===== config.mk =====
export PLATFORM = sky130hd
export DESIGN_NAME = motor_dir_sequencer
export DESIGN_NICKNAME = d
export VERILOG_FILES = /design/src/rtl/motor_dir_sequencer.sv
export SDC_FILE = /design/constraint.sdc
export NUM_CORES = 1
export LEC_CHECK = 0
export BUFFER_PORTS_ARGS = -buffer_cell sky130_fd_sc_hd__buf_2
export CAP_MARGIN = 20
export CORE_MARGIN = 1
export CORE_UTILIZATION = 50
export CTS_BUF_LIST = sky130_fd_sc_hd__clkbuf_16
export DETAILED_ROUTE_END_ITERATION = 8
export GPL_TIMING_DRIVEN = 0
export PLACE_DENSITY = 0.73
export SYNTH_ARGS = -nofsm -noshare
export SYNTH_HDL_FRONTEND = slang
export SYNTH_SLANG_ARGS = --single-unit

===== constraint.sdc =====
create_clock -name clk -period 2.29 [get_ports clk]
set_input_delay 0.687 -clock clk [delete_from_list [all_inputs] [get_ports clk]]
set_output_delay 0.687 -clock clk [all_outputs]
set_load 0.05 [all_outputs]

===== src/rtl/motor_dir_sequencer.sv =====
// Direction/duty sequencer for one H-bridge channel.
// Drive commands ramp the duty toward a target. A change to the opposite
// direction first ramps the duty down to zero, then coasts for a dead-time,
// then switches direction and ramps up to the new target. Emergency stop
// brakes immediately and, once released, coasts for a dead-time before the
// channel will take commands again.
//
// Command handshake: a command transfers on a rising edge where both
// cmd_valid and cmd_ready are high. cmd_ready is high only in RUN with
// estop and rst both low. The source holds cmd_mode/cmd_duty stable while
// cmd_valid is high. A command that is not accepted is simply not taken;
// nothing is queued.
module motor_dir_sequencer #(
  parameter int DUTY_W      = 8,
  parameter int RAMP_DIV    = 16,
  parameter int DEAD_CYCLES = 1000
) (
  input  logic              clk,
  input  logic              rst,
  input  logic              cmd_valid,
  output logic              cmd_ready,
  input  logic [1:0]        cmd_mode,
  input  logic [DUTY_W-1:0] cmd_duty,
  input  logic              estop,
  output logic [1:0]        mode_out,
  output logic [DUTY_W-1:0] duty_out,
  output logic              busy,
  output logic [1:0]        dbg_state
);

  localparam int PW = (RAMP_DIV > 1) ? $clog2(RAMP_DIV) : 1;
  localparam int CW = $clog2(DEAD_CYCLES + 1);

  localparam logic [1:0] M_COAST = 2'b00;
  localparam logic [1:0] M_REV   = 2'b01;
  localparam logic [1:0] M_FWD   = 2'b10;
  localparam logic [1:0] M_BRAKE = 2'b11;

  localparam logic [PW-1:0] PRESC_LAST = PW'(RAMP_DIV - 1);
  localparam logic [CW-1:0] DEAD_LOAD  = CW'(DEAD_CYCLES);

  typedef enum logic [1:0] {
    S_RUN  = 2'd0,
    S_DOWN = 2'd1,
    S_DEAD = 2'd2,
    S_STOP = 2'd3
  } state_t;

  state_t            state_q, state_d;
  logic [1:0]        mode_q, mode_d;
  logic [DUTY_W-1:0] duty_q, duty_d;
  logic [1:0]        tgt_mode_q, tgt_mode_d;
  logic [DUTY_W-1:0] tgt_duty_q, tgt_duty_d;
  logic [PW-1:0]     presc_q, presc_d;
  logic [CW-1:0]     dead_q, dead_d;

  logic              wrap;
  logic              accept;
  logic [DUTY_W-1:0] cmd_tgt_duty;

  assign wrap         = (presc_q == PRESC_LAST);
  assign cmd_ready    = (state_q == S_RUN) & ~estop & ~rst;
  assign accept       = cmd_valid & cmd_ready;
  // Coast and brake carry no duty.
  assign cmd_tgt_duty = ((cmd_mode == M_FWD) || (cmd_mode == M_REV)) ? cmd_duty : '0;

  assign mode_out  = mode_q;
  assign duty_out  = duty_q;
  assign busy      = (state_q != S_RUN);
  assign dbg_state = state_q;

  // Next-state and next-output logic: estop first, then state behaviour,
  // with command acceptance folded into RUN.
  always_comb begin
    state_d    = state_q;
    mode_d     = mode_q;
    duty_d     = duty_q;
    tgt_mode_d = tgt_mode_q;
    tgt_duty_d = tgt_duty_q;
    presc_d    = wrap ? '0 : presc_q + 1'b1;
    dead_d     = dead_q;

    if (estop) begin
      state_d    = S_STOP;
      mode_d     = M_BRAKE;
      duty_d     = '0;
      tgt_mode_d = M_COAST;
      tgt_duty_d = '0;
      presc_d    = '0;
    end else begin
      case (state_q)
        S_RUN: begin
          if (accept) begin
            tgt_mode_d = cmd_mode;
            tgt_duty_d = cmd_tgt_duty;
            presc_d    = '0;
            if (cmd_mode == M_BRAKE) begin
              mode_d = M_BRAKE;
              duty_d = '0;
            end else if (cmd_mode == mode_q) begin
              // Same direction: keep going, the ramp retargets.
            end else if ((duty_q == '0) && ((mode_q == M_COAST) || (mode_q == M_BRAKE))) begin
              // Not driving anything: switch straight over.
              mode_d = cmd_mode;
            end else if (duty_q == '0) begin
              // Driving at zero duty: nothing to ramp down, go straight to coast.
              mode_d = M_COAST;
              if (cmd_mode != M_COAST) begin
                state_d = S_DEAD;
                dead_d  = DEAD_LOAD;
              end
            end else begin
              state_d = S_DOWN;
            end
          end else if (wrap) begin
            if (duty_q < tgt_duty_q) begin
              duty_d = duty_q + 1'b1;
            end else if (duty_q > tgt_duty_q) begin
              duty_d = duty_q - 1'b1;
            end
          end
        end

        S_DOWN: begin
          if (wrap) begin
            if (duty_q <= DUTY_W'(1)) begin
              duty_d  = '0;
              mode_d  = M_COAST;
              presc_d = '0;
              if (tgt_mode_q == M_COAST) begin
                state_d = S_RUN;
              end else begin
                state_d = S_DEAD;
                dead_d  = DEAD_LOAD;
              end
            end else begin
              duty_d = duty_q - 1'b1;
            end
          end
        end

        S_DEAD: begin
          mode_d  = M_COAST;
          duty_d  = '0;
          presc_d = '0;
          if (dead_q <= CW'(1)) begin
            state_d = S_RUN;
            mode_d  = tgt_mode_q;
          end else begin
            dead_d = dead_q - 1'b1;
          end
        end

        S_STOP: begin
          // estop has just been released: coast out before taking commands.
          state_d = S_DEAD;
          mode_d  = M_COAST;
          duty_d  = '0;
          presc_d = '0;
          dead_d  = DEAD_LOAD;
        end

        default: begin
          state_d = S_RUN;
        end
      endcase
    end
  end

  // State and output registers with synchronous reset.
  always_ff @(posedge clk) begin
    if (rst) begin
      state_q    <= S_RUN;
      mode_q     <= M_COAST;
      duty_q     <= '0;
      tgt_mode_q <= M_COAST;
      tgt_duty_q <= '0;
      presc_q    <= '0;
      dead_q     <= '0;
    end else begin
      state_q    <= state_d;
      mode_q     <= mode_d;
      duty_q     <= duty_d;
      tgt_mode_q <= tgt_mode_d;
      tgt_duty_q <= tgt_duty_d;
      presc_q    <= presc_d;
      dead_q     <= dead_d;
    end
  end

endmodule

* Word level (Yosys, flattened, before mapping)
Index checks and enable logic that the tools add are counted.
** Storage, ports and cells
- Word-level logic and storage cells :: 115
- Input bits :: 14
- Bits in registers :: 36
- Output and inout port bits :: 14
** Operators by class
- Eq/ne operators :: 32
- $add $sub $neg :: 4
- Mux-type cells :: 47
- Order comparisons :: 4
- Reduce and logical (&&, ||, !) cells :: 16
- Bitwise logic cells :: 5
** Operators by type and width (number)
- two-way mux 10 bit :: 10
- two-way mux 8 bit :: 8
- two-way mux 2 bit :: 20
- one-hot mux 10 bit (4 select lines) :: 1
- != test 3 bit, second input constant :: 8
- one-hot mux 8 bit (3 select lines) :: 1
- two-way mux 4 bit :: 4
- != test 2 bit, second input constant :: 8
- one-hot mux 2 bit (4 select lines) :: 2
- one-hot mux 4 bit (3 select lines) :: 1
- AND reduction 11 bit :: 1
- equality test 2 bit, second input constant :: 5
- <= comparator 10 x 1 -> 1 bit, second input constant :: 1
- subtractor 10 x 1 -> 10 bit, second input constant :: 1
- adder 8 x 1 -> 8 bit, second input constant :: 1
- greater-than comparator 8 bit :: 1
- <= comparator 8 x 1 -> 1 bit, second input constant :: 1
- logical NOT 8 bit :: 1
- < comparator 8 bit :: 1
- AND reduction 8 bit :: 1
- subtractor 8 x 1 -> 8 bit, second input constant :: 1
- logical NOT 2 bit :: 3
- != test 5 x 2 -> 1 bit, second input constant :: 1
- AND reduction 5 bit :: 1
- 17 further kinds :: 25

* Longest topological paths before layout
Gate-level depths: netlist of the first run.
- Word-level depth :: 9
- Mapped depth :: 10
- Mapped depth without buffers :: 9

* Least setup slack after synthesis of the first run
No wires, ideal clock.
- Kind :: flip-flop to output port
- Start point :: reg state_q[0], in the netlist dbg_state[0]
- End point :: out cmd_ready
- Stages on the path, launching flop included :: 4
- Arrival :: 2164 ps
- Buffers on the path :: 0
- Slack :: -561 ps
- Required time :: 1603 ps
- Path through :: dfxtp_1 > nor2_1 > clkinv_1 > nor2_1
** Between the ends
- Cells in the longest elaborated chain, start to end :: 3
** Ends and longest elaborated chain
- start, declared :: RTL line 49 : state_t state_q, state_d;
- start signal, assigned :: RTL line 181 : state_q <= state_d;
- logical NOT 2 bit :: RTL line 62 : assign cmd_ready = (state_q == S_RUN) & ~estop & ~rst;
- bitwise AND 1 bit (2 in a row) :: RTL line 62
- end, declared :: RTL line 21 : output logic cmd_ready,
Every way passes these cells.

* Final worst setup path of the first run
- Start point :: reg duty_q[1], in the netlist duty_out[1]
- End point :: reg duty_q[4], in the netlist duty_out[4]
** Between the ends
- Cells in the longest elaborated chain, start to end :: 6
** Ends and longest elaborated chain
- start, declared :: RTL line 51 : logic [DUTY_W-1:0] duty_q, duty_d;
- start signal, assigned :: RTL line 183 : duty_q <= duty_d;
- subtractor 8 x 1 -> 8 bit :: RTL line 119, 137
- two-way mux 8 bit :: RTL line 118 : end else if (duty_q > tgt_duty_q) begin
- two-way mux 8 bit :: RTL line 116 : if (duty_q < tgt_duty_q) begin
- two-way mux 8 bit :: RTL line 115 : end else if (wrap) begin
- two-way mux 8 bit :: RTL line 93 : if (accept) begin
- one-hot mux 8 bit (3 select lines) :: RTL line 91 : case (state_q)
Several ways; a longest one is shown, not always the timed one. The select of a mux whose other input is x is not followed.
A chain may end at the register's enable or synchronous reset.

==> results.cfg, run 1 <==
[synth]
async_flop_share_pct = 0
synth_xor_area_share_pct = 2.80
syn_avg_cell_area_sq_um = 7.60
synth_area_sq_um = 2500
synth_area_leaders = dfxtp_1 (29%), ha_1 (8.5%), nor2_1 (6.5%)
synth-edff-count = 0
synth_compound_area_share_pct = 24.5
syn_inst = 329
synth_seq_area_share_pct = 28.8
synth_top_family_by_area = simple AND/OR/NAND/NOR gates
synth_mux_area_share_pct = 1.65
ys.flop_type = dfxtp_1
synth_top_area_share_pct = 28.8
yosys.area_share.simple_pct = 28.1
synth_top_area_cell = dfxtp_1
synth_cell_types = 63
synth_fa_ha_area_share_pct = 8.50
ys_warn_count = 0
syn_nets = 360
synth-seq-cells = 36

[cts]
root_buffer = clkbuf_16
htree_levels = 2
cts_tree = yes
clock_path_buffers = 2
clkSinkCount = 36
cts_buffers = 5
clkTransAtPathRegs_ps = 60
clk_latency_ps = 280

[floorplanning]
num_rows = 25
die_h_microns = 72.7
dieArea_sq_um = 5290
initial_utilization_pct = 52.6
core_sq_um = 4750
io_pins = 28
die_w_microns = 72.7

[cells_and_area]
drive_gt1_share_pct = 26.1
nNetsFinal = 402
antenna_cells = 0
final_area_sq_um = 3060
syn2layout_area_growth_pct = 22.3
final_cell_mix = nor2_1 (38), nand2_1 (33), a21oi_1 (30), buf_2 (27), dfxtp_1 (25)
fillers = 429
final_common_cell = nor2_1
layoutNonFillerInstCount = 439

[power_and_ir_drop]
leakage_uw = 0.00122
vdd_drop_max_v = 0.000493
p_per_area_nw_per_um2 = 851
p_total_uw = 2600

[worst_setup_path]
worstRegToRegCells = 8
max_stage_delay_ps = 370
worstPathCellList = ha_1 -> nor2b_1 -> o211ai_1 -> a21oi_2 -> nor2_4 -> mux2_4 -> o2bb2ai_1 -> a211oi_1
critPathKind = flip-flop to flip-flop
crit_cells = 8
arrival_ps = 2430
critPathMaxFanout = 8
cp-start-kind = flip-flop
cp_top_family = compound AO/OA/AOI/OAI gates
critPathSlowestCell = dfxtp_4
required_ps = 2470
cp-end-kind = flip-flop
critPathBufInv = 0

[detailed_routing]
routed_wl_mm = 6.27
antenna_left = 0
dr.first_iter.drc_count = 126
vias = 2515
routedWlPerCell_microns = 14.3
first_pass_iters = 5
remaining_drc_errors = 0
via_per_inst = 5.73

[sta]
finalHoldViolCount = 0
fin_skew_ps = 5.61
drv_slew = 0
setup_viol = 0
period_share_pct = 98.1
tightest_slew_ps = 563
setup_tns_ps = 0
rsz0062_at_grt = true
fin_crit_ps = 2250
slew_headroom_pct = 62.1
max_freq_mhz = 445

[global_routing]
grt_pass1_wl_mm = 10.0
grt_pass1_vias = 2222
grt_max_degree = 12
grt_usage_pct = 24.3
antenna_found_initial = 0
grt-ovfl-total = 0

[job]
maxCapViolCount = 0

[place]
place_inst = 423
dp.final_hpwl_mm = 4.46
dpl_cell_area_sq_um = 2750
gp_congestion = 0.926
portBuffers = 27

[hold_path]
whs_path_depth = 2
hold_path.class = flip-flop to flip-flop

[status]
status = completed
-- synthesized netlist by cell type (all sizes together), types with 2 or more instances --
cell and number:
nor2 45, dfxtp 36, a21oi 34, nand2 33
inv 18, ha 17, nand3 16, nor3 16
o21ai 16, a211oi 7, clkbuf 7, a31oi 6
nand4 6, buf 5, xnor2 5, and3 4
a221oi 3, mux2i 3, nand3b 3, nor2b 3
o211ai 3, or2 3, or3 3, xor2 3
a21o 2, a311oi 2, and2 2, and2b 2
nand2b 2, o2111ai 2, o22ai 2, o31ai 2
or2b 2, or4 2
-- report_power, final --
part	internal (uW)	switching, uW
clock	396	253
sequential	681	77.3
combinational	485	709
total	1560	1040
-- metal layers --
layer | routed length [microns] | global-route usage (%) | vias to the layer above | share of wire [%]
li1 | - | - | 1266 | -
met1 | 2810 | 30.9 | 1167 | 45
met2 | 3030 | 41.0 | 76 | 48
met3 | 368 | 4.56 | 6 | 5.9
met4 | 63 | 8.50 | 0 | 1.0
met5 | 0 | 0 | - | 0
-- per-stage QoR --
stage	util [%]	worst slack [ps]	hold WS, ps
after floorplan	-	-19.9	429
after global placement	57.9	-562	441
after detailed placement	57.9	-569	446
after CTS	62.6	-21.7	450
after global routing	64.3	-36.5	481
final	64.3	43.1	451
-- registers in the layout (all words and copies together), names as in the netlist --
register and count:
dbg_state 2, tgt_duty_q 8, tgt_mode_q 2, dead_q 10
mode_out 2, presc_q 4, duty_out 8
-- worst paths after layout --
path,start,end,slack (ps)
max,duty_out[1],duty_out[4],40
min,tgt_duty_q[1],tgt_duty_q[1],450
max reg2reg,duty_out[1],duty_out[4],40
min reg2reg,tgt_duty_q[1],tgt_duty_q[1],450
-- repair_timing --
item                                    4_1_cts  5_1_grt
pin swaps                                     3        8
endpoints found under the hold margin         0        0
buffers inserted                              2        7
hold buffers                                  0        0
endpoints found under the setup margin       10       26
cloned                                        0        0
gates resized for setup                      15       17
-- logic make-up (layout without fill, tap and decap cells) --
family | after synthesis | after routing
fa+ha+maj | 17 | 17
flops | 36 | 36
compound gates | 90 | 90
simple gates | 143 | 143
xor+xnor | 8 | 8
mux | 4 | 4
buf+inv | 31 | 74
-- tightest hold or removal path, delay by kind of cell (launching register included) --
family          cells  cell delay, ps
compound gates      1              50
flops               1             310
simple gates        1              50
-- layout make-up --
cell class | count | area [sq um] | area share (%)
repair buffers | 36 | 213 | 6.96
clock buffers | 5 | 125 | 4.09
flip-flops and latches | 36 | 739 | 24.2
clock inverters | 3 | 13.8 | 0.450
plain buffers | 11 | 76.3 | 2.50
inverters | 19 | 72.6 | 2.37
well taps | 67 | 83.8 | 2.74
multi-input cells | 262 | 1730 | 56.7
Note: power is estimated with default switching activity, not from simulation.
==> run 2: changes to the inputs <==
--- a/config.mk
+++ b/config.mk
@@ -13,6 +13,7 @@
 export DETAILED_ROUTE_END_ITERATION = 8
 export GPL_TIMING_DRIVEN = 0
 export PLACE_DENSITY = 0.73
+export RECOVER_POWER = 100
 export SYNTH_ARGS = -nofsm -noshare
 export SYNTH_HDL_FRONTEND = slang
 export SYNTH_SLANG_ARGS = --single-unit
==> run 2 against run 1 <==
Compared with the run above:
- die area did not move
- critical path type unchanged
- critical path depth is the same
- via count unchanged
- combinational power is essentially flat
- clock-buffer cell count is the same
- total power fell by 0.26%
- clock power hardly changed
- clock skew increased by 0.69 ps
==> results.cfg, run 2 (synthesis results as in run 1) <==
[status]
status = completed

[sta]
setup_tns_ps = 0
period_share_pct = 97.8
tightest_slew_ps = 602
drv_slew = 0
layout_setup_ws_ps = 49.2
setup_viol = 0
fin_skew_ps = 6.30
fin_crit_ps = 2240
max_freq_mhz = 446
rsz0062_at_grt = true
finalHoldViolCount = 0
slew_headroom_pct = 60.1

[cells_and_area]
final_area_sq_um = 3040
largest_reg_flops = 10
final_common_cell = nor2_1
final_cell_mix = nor2_1 (38), nand2_1 (33), a21oi_1 (30), dfxtp_1 (25)
postLayoutCoreUtil_pct = 64.0
syn2layout_area_growth_pct = 21.7
drive_gt1_share_pct = 22.8
top_register = dead_q
antenna_cells = 0
nNetsFinal = 402
fillers = 431

[worst_setup_path]
reg2reg_slack_ps = 50
max_stage_delay_ps = 370
cp_top_family = compound AO/OA/AOI/OAI gates
worstRegToRegCells = 8
critPathKind = flip-flop to flip-flop
critPathMaxFanout = 8
critPathBufInv = 0
cp-end-kind = flip-flop
required_ps = 2470
arrival_ps = 2420
r2r-end = duty_out[4]
r2r_start = duty_out[1]
worstPathCellList = ha_1 -> nor2b_1 -> o211ai_1 -> a21oi_2 -> nor2_4 -> mux2_4 -> o2bb2ai_1 -> a211oi_1
cp-start-kind = flip-flop
critPathSlowestCell = dfxtp_4

[cts]
htree_levels = 2
clk_latency_ps = 280
root_buffer = clkbuf_16
clock_path_buffers = 2
cts_tree = yes
hold_buffers = 0
cts_buffers = 5
clkTransAtPathRegs_ps = 60
clkSinkCount = 36

[global_routing]
antenna_found_initial = 0
grt-ovfl-total = 0
grt_max_degree = 12
grt_pass1_wl_mm = 10.0
grt_usage_pct = 24.3
grt_pass1_vias = 2222

[detailed_routing]
routed_wl_mm = 6.29
vias = 2515
first_pass_iters = 5
antenna_left = 0
via_per_inst = 5.73
remaining_drc_errors = 0
routedWlPerCell_microns = 14.3
dr.first_iter.drc_count = 138

[power_and_ir_drop]
leakage_uw = 0.00117
p_per_area_nw_per_um2 = 853
vdd_drop_max_v = 0.000493

[place]
portBuffers = 27
dpl_cell_area_sq_um = 2750
place_ws_ps = -569
gp_congestion = 0.926
dp.final_hpwl_mm = 4.46

[floorplanning]
core_sq_um = 4750
io_pins = 28
initial_utilization_pct = 52.6
dieArea_sq_um = 5290
num_rows = 25
die_h_microns = 72.7
die_w_microns = 72.7

[hold_path]
hold_path.class = flip-flop to flip-flop
hp-start = tgt_duty_q[1]
min_to = tgt_duty_q[1]
whs_path_depth = 2

[job]
maxCapViolCount = 0
==> run 2: cell types whose count changed in the layout (fill, tap and decap cells not counted), sizes merged <==
cell | previous run | this run
clkbuf | 11 | 23
buf | 41 | 29
==> run 2: how the worst max path moves through the flow <==
stage                      from          end  slack [ps]  depth (start not counted)
detailed placement          rst  duty_out[2]        -570                          8
CTS                       estop    cmd_ready         -20                          6
global placement            rst  duty_out[2]        -560                          8
finish              duty_out[1]  duty_out[4]          50                          8
floorplan                 estop    cmd_ready         -20                          4
global route        duty_out[1]  duty_out[4]         -40                          8
==> run 2: area by class of cell <==
cell class / instances / area [sq um] / area share [%]
Multi-Input combinational cell: 262 / 1730 / 57.0
Sequential cell: 36 / 739 / 24.3
Buffer: 11 / 76.3 / 2.51
Timing Repair Buffer: 36 / 198 / 6.50
Inverter: 19 / 72.6 / 2.38
Tap cell: 67 / 83.8 / 2.75
Clock buffer: 5 / 125 / 4.11
Clock inverter: 3 / 13.8 / 0.452
==> run 2: metal layers <==
metal,wire length (microns),vias up,GRT usage [%]
li1,-,1266,-
met1,2800,1162,30.9
met2,3050,81,41.0
met3,377,6,4.56
met4,63,0,8.50
met5,0,-,0
==> run 2: through the flow <==
step           cells  power (uW)  hold WS, ps
2_1_floorplan    329        1590          429
3_3_place_gp     423        1780          441
3_5_place_dp     423        1790          446
4_1_cts          433        2510          450
5_1_grt          439        2750          481
6_report         439        2590          451
==> run 2: repair_timing <==
item | in CTS | in global routing
endpoints found under the setup margin | 10 | 26
resized for setup | 15 | 17
setup buffers | 2 | 7
pin swaps | 3 | 8
==> run 2: report_power, final <==
part / internal, uW / switching, uW / total (uW)
clock network: 396 / 255 / 651
logic: 479 / 706 / 1180
registers: 681 / 78.1 / 759
total: 1560 / 1040 / 2590
==> run 2: tightest hold or removal path: cells and delay by family (launching register included) <==
kind	cells	cell delay [ps]
flops	1	310
simple gates	1	50
compound gates	1	50
